--- src/rtl/bcd_down_counter.sv ---
// Multi-digit packed BCD down counter with parallel load, zero detect,
// terminal-borrow pulse and rejected-load pulse.
//
// Ports:
//   clk        - rising-edge clock
//   reset      - synchronous active-high clear
//   load       - parallel-load request (wins over enable)
//   load_value - packed BCD value to load, digit 0 in [3:0]
//   enable     - decrement request
//   out        - registered packed BCD count
//   zero       - high while out is all-zero
//   borrow     - one-cycle pulse on decrement from all-zero
//   load_error - one-cycle pulse when a load holds a digit > 9
module bcd_down_counter #(
  parameter int DIGITS = 2,
  parameter bit WRAP   = 1'b1
) (
  input  logic                clk,
  input  logic                reset,
  input  logic                load,
  input  logic [4*DIGITS-1:0] load_value,
  input  logic                enable,
  output logic [4*DIGITS-1:0] out,
  output logic                zero,
  output logic                borrow,
  output logic                load_error
);

  logic [4*DIGITS-1:0] dec;
  logic [DIGITS:0]     chain;
  logic                valid;
  logic                term;

  // Per-digit borrow chain: a zero digit that is borrowed from
  // becomes 9 and passes the borrow upward. A borrow out of the
  // top digit means the count was all-zero, and dec is then all
  // nines, which is exactly the wrap value.
  always_comb begin
    dec      = out;
    valid    = 1'b1;
    chain    = '0;
    chain[0] = 1'b1;
    for (int i = 0; i < DIGITS; i++) begin
      if (load_value[4*i +: 4] > 4'd9)
        valid = 1'b0;
      if (chain[i]) begin
        if (out[4*i +: 4] == 4'd0) begin
          dec[4*i +: 4] = 4'd9;
          chain[i+1]    = 1'b1;
        end else begin
          dec[4*i +: 4] = out[4*i +: 4] - 4'd1;
          chain[i+1]    = 1'b0;
        end
      end else begin
        chain[i+1] = 1'b0;
      end
    end
  end

  assign term = chain[DIGITS];
  assign zero = (out == '0);

  always_ff @(posedge clk) begin
    if (reset) begin
      out        <= '0;
      borrow     <= 1'b0;
      load_error <= 1'b0;
    end else begin
      borrow     <= 1'b0;
      load_error <= 1'b0;
      if (load) begin
        if (valid)
          out <= load_value;
        else
          load_error <= 1'b1;
      end else if (enable) begin
        borrow <= term;
        // Without wrap, a decrement from zero holds at zero.
        if (!term || WRAP)
          out <= dec;
      end
    end
  end

endmodule
--- config.mk ---
export PLATFORM = sky130hd
export DESIGN_NAME = bcd_down_counter
export DESIGN_NICKNAME = d
export VERILOG_FILES = /design/src/rtl/bcd_down_counter.sv
export SDC_FILE = /design/constraint.sdc
export NUM_CORES = 1
export LEC_CHECK = 0
export CAP_MARGIN = 40
export CORE_AREA = 2 2 39 41
export CTS_BUF_LIST = sky130_fd_sc_hd__clkbuf_4
export DETAILED_ROUTE_END_ITERATION = 10
export DIE_AREA = 0 0 41 43
export DONT_BUFFER_PORTS = 1
export GPL_TIMING_DRIVEN = 0
export SLEW_MARGIN = 0
export SYNTH_ARGS = -nofsm -noshare
export SYNTH_HDL_FRONTEND = slang
export SYNTH_SLANG_ARGS = --single-unit
--- constraint.sdc ---
create_clock -name clk -period 2.93 [get_ports clk]
set_input_delay 0.4395 -clock clk [delete_from_list [all_inputs] [get_ports clk]]
set_output_delay 0.4395 -clock clk [all_outputs]
set_load 0.01 [all_outputs]
==> run metrics, run 1 <==
gr ovfl total=0; result of the run=completed; cts bufs inserted=3; count leader, synth=dfxtp_1; total power=around 350 uW; via count=576; area grow syn2layout=7.81%; die height=roughly 43 um; post-route DRC violation count=0; initial antenna violation count=0; RSZ-0062 raised after global routing=false; Mapped Cells=between 70 and 80; via/cell ratio=6.06; power per cell area=552 nW/um2; cell taking the most area after synthesis=dfxtp_1; Worst Tran Pin Value=466 ps; worst hold path class=input port to flop; Mean Syn Cell Area=approximately 7.9 um2; Worst EP arrival=1470 ps; port buffer count=0; clock skew=7.57 ps; clock slew at reported path FFs=roughly 70 ps; post-route antenna net violation count=0; vias in the first global route=542; Min Clock Period, post-route=1910 ps; DRT iter0 DRCs=23; CP required=between 2000 and 2500 ps; Cell Area, Synth=593 um2; post-layout util=0.462; fillcell total=142; n_diodes=0; nets@finish=92; Clock Tree Buf Depth=2; GR Util All Layers=0.195; CP max-delay cell=or4_1; async set-reset flop share out of synthesis=0; Synth cell types=29; share of layout cells above drive strength 1=0.114; slew margin rel.=0.688; period utilization=0.653; largest net degree at the start of global routing=11; synth warn=0; register area share after synthesis=0.338; Die Span X=about 40 um; die area=around 1800 um2; Rows=14; WL/cell=approximately 15 um; largest cells by area after synthesis=dfxtp_1, o21ai_0, a21oi_1, o211ai_1, nor2_1; Post-synth EDFFs=0; cts hold-fix bufs=0; Detailed Place HPWL=around 1000 um; Crit Path Category=flop to output port; CP startpoint kind=flop; IO Count=23; CP cell instances=or4_1 > nor2b_2; CP endpoint kind=output port; final setup fails=0; CTS tree=yes; share of the synthesized area in the top cell type=0.338; dominant synthesized flop cell=dfxtp_1; Max-Cap Viols=0; synth cell count leaders=dfxtp_1, o21ai_0, a21oi_1, nor2_1; CP peak stage delay=~600 ps; # clock sinks=10; setup bufs post-CTS=0; Slew Viols, Final=0; first-pass GRT wire length=roughly 2300 um; TNS Setup=0 ps; Initial Util=0.429; Post-CTS Resized=0; CTS H-Tree Depth=1; Pre-antenna DRT Iters=4; Root Buffer=clkbuf_4; Mapped Nets=between 80 and 90; RD Place Congestion=around 0.76; fmax=roughly 0.52 GHz; Core Footprint=roughly 1400 um2; LEAKAGE=about 0.24 nW; crit-path max FO=8; count of final hold-check violations=0; maximum vdd drop=between 0.0002 and 0.0003 V; Clk Latency, worst-skew pair=270 ps; flops & latches, synth=10; final wirelength=approximately 1400 um
path summary, 6_finish.rpt:
kind | slack [ps] | from | depth (start not counted) | end
worst max register to register | 1470 | out[3] | 4 | out[7]
worst max-delay path | 1020 | out[5] | 2 | zero
worst min register to register | 590 | out[7] | 2 | out[7]
worst min-delay path | 310 | enable | 1 | borrow
final cells by class:
type                    count  area, um2  share of cell area
inverters                   5       18.8              0.0294
clock buffers               3       22.5              0.0352
flip-flops and latches     10        200               0.313
clock inverters             1       3.75             0.00587
multi-input cells          57        362               0.566
well taps                  16       20.0              0.0313
plain buffers               3       12.5              0.0196
registers in the layout, indices dropped and copies added (netlist names):
register	cells
out	8
load_error	1
borrow	1
cells by family after synthesis:
family	synth area share
simple gates	0.262
mux	0.0169
compound gates	0.331
flops	0.338
buf+inv	0.0527
layout by cell type (no fill, tap or decap), drive strengths merged, types with 2 or more instances in the layout:
cell / n
nand3: 2
buf: 2
nor2b: 2
a21oi: 9
o311ai: 2
inv: 5
o211ai: 5
o21ai: 9
clkbuf: 4
nor2: 8
nor3: 2
a221o: 2
nand2: 3
dfxtp: 10
nand4: 2
per-stage QoR:
stage / worst slack, ps / cells / hold slack, ps / cell area, um2
final: 1020 / 95 / 307 / 639
after global placement: 1240 / 91 / 585 / 613
after global routing: 940 / 95 / 320 / 639
after detailed placement: 1280 / 91 / 583 / 613
after floorplan: 1390 / 75 / 541 / 593
after CTS: 1000 / 95 / 304 / 639
power by group:
group	switching, mW	internal (mW)
sequential	0.0273	0.148
combinational	0.0417	0.0346
clock	0.0516	0.0493
per-layer routing:
layer  share of wire  global-route usage
met1            0.47               0.286
met2            0.40               0.234
met3            0.11              0.0524
met4           0.022               0.140
met5               0                   0
worst max-delay path: cells and delay by family (launching register included):
family        cells  cell delay [ps]
simple gates      2              810
flops             1              400
(Power assumes the default switching activity.)
==> run 2: changes to the inputs <==
clock period = 1.7 ns   (was 2.93 ns; I/O delays follow)
==> run 2 against run 1 <==
Critical endpoint unchanged. Final cell count is the same. Count of clock-buffer cells in the layout is the same. Sequential share of layout area shrank 0.29 points. Core utilization grew 0.72 points. Critical path depth is the same. Register-to-register slack lost 1300 ps. Combinational power grew 91%. Flip-flop and latch count is the same. Die area is the same.
==> run metrics, run 2 (same netlist as run 1, synthesis figures left out) <==
result of the run=completed; r2r setup slk=200 ps (-1270 ps); initial antenna violation count=0 (unchanged); n_diodes=0 (unchanged); DRT iter0 DRCs=19 (-17%); GR Util All Layers=0.195 (unchanged); LEAKAGE=0.242 nW (+1.9%); capture point of the worst reg-to-reg path=out[7]; Clk Latency, worst-skew pair=270 ps (about the same); maximum vdd drop=0.000466 V (+74%); Slew Viols, Final=0 (unchanged); Root Buffer=clkbuf_4; Reg with most FFs=out; power per cell area=962 nW/um2 (+74%); final setup fails=0 (unchanged); clock skew=8.25 ps (+0.678 ps); count of final hold-check violations=0 (unchanged); IO Count=23 (unchanged); CP startpoint kind=flop; most frequent cells in the layout=o21ai_0, dfxtp_1, nor2_1, a21oi_1; Detailed Place HPWL=1050 um (unchanged); Worst Tran Pin Value=471 ps (+5.34 ps); CTS H-Tree Depth=1 (unchanged); WL/cell=15.5 um (+3.2%); die area=1760 um2 (unchanged); power share of the sequential group=0.488 (-0.010); total power=625 uW (+77%); Core Footprint=1380 um2 (unchanged); Reg area=201 um2 (+0.62%); CP endpoint kind=output port; TNS Setup=0 ps (unchanged); Die Span X=41 um (unchanged); Max-Cap Viols=0 (unchanged); gr ovfl total=0 (unchanged); first-pass GRT wire length=2330 um (unchanged); worst setup path start=out[5]; Pint=410 uW (+77%); worst r2r path cells=4 (unchanged); clock slew at reported path FFs=70 ps (about the same); Clock Tree Buf Depth=2 (unchanged); RD Place Congestion=0.761 (unchanged); share of layout cells above drive strength 1=0.139 (+0.0253); Min Clock Period, post-route=1640 ps; largest net degree at the start of global routing=11 (unchanged); combinational share of power=0.234 (+0.018); fmax=between 0.6 and 0.7 GHz; r2r startpoint=out[3]; Switch Pwr=214 uW (+78%); max reg flops=8 (unchanged); via/cell ratio=6.04 (-0.35%); # clock sinks=10 (unchanged); Initial Util=0.429 (unchanged); area grow syn2layout=9.49%; Worst Hold Depth=1 (unchanged); Crit Path Category=flop to output port; Switching Fraction=0.343 (+0.00156); Pre-antenna DRT Iters=4 (unchanged); port buffer count=0 (unchanged); Rows=14 (unchanged); fillcell total=141 (-0.70%); CP required=1440 ps (-1050 ps); slew margin rel.=0.685 (-0.00357); via count=574 (-0.35%); die height=43 um (unchanged); setup bufs post-CTS=0 (unchanged); CTS tree=yes; worst hold path class=input port to flop; biggest regs=out (8), borrow (1), load_error (1); min-delay src=enable; post-route DRC violation count=0 (unchanged); nets@finish=92 (unchanged); post-route antenna net violation count=0 (unchanged); hold worst-path end=borrow; RSZ-0062 raised after global routing=false; cts bufs inserted=3 (unchanged); final wirelength=1470 um (+3.2%); vias in the first global route=542 (unchanged); Clock Power Share=0.279 (-0.007); crit-path max FO=8 (unchanged); period utilization=0.963; Worst EP arrival=1380 ps (-90 ps); cts hold-fix bufs=0 (unchanged); multi-input combinational cell area=370 um2 (+2.4%)
run 2: power groups by stage:
stage,Clock (mW),Combinational (mW),Sequential (mW)
after floorplan,0,0.111,0.299
after global placement,0,0.130,0.309
after detailed placement,0,0.131,0.309
after CTS,0.178,0.132,0.304
after global routing,0.185,0.163,0.310
final,0.174,0.146,0.305
run 2: worst max-delay path, stage by stage (launching register included):
cell,delay [ps]
dfxtp_2,370
or4_4,580
nor2b_4,160
run 2: repair_timing:
action	4_1_cts	5_1_grt
cloned	0	0
resized for setup	1	2
endpoints found under the setup margin	1	1
run 2: final cells by class:
type                       count  area share
inverter                       5      0.0289
multi-input combinational     57       0.570
sequential                    10       0.310
tap                           16      0.0308
clock buffer                   3      0.0347
buffer                         3      0.0193
clock inverter                 1     0.00578
run 2: worst max-delay path by stage:
stage / to / cells after the start
after global routing: zero / 2
final: zero / 2
after detailed placement: out[7] / 5
after floorplan: zero / 2
after CTS: zero / 2
after global placement: out[7] / 5
run 2: through the flow:
step	instance area (um2)	hold slack, ps	utilization	std cells	setup WS [ps]
after floorplan	593	401	-	75	345
after global placement	613	403	0.443	91	190
after detailed placement	613	407	0.443	91	239
after CTS	641	120	0.463	95	6.10
after global routing	649	136	0.469	95	13.4
final	649	123	0.469	95	62.9
run 2: per-layer routing:
| layer | vias up | part of all wire | global-route usage |
|---|---|---|---|
| met1 | 253 | 0.46 | 0.286 |
| met2 | 27 | 0.42 | 0.234 |
| met5 | - | 0 | 0 |
| met4 | 0 | 0.022 | 0.140 |
| li1 | 290 | - | - |
| met3 | 4 | 0.094 | 0.0524 |
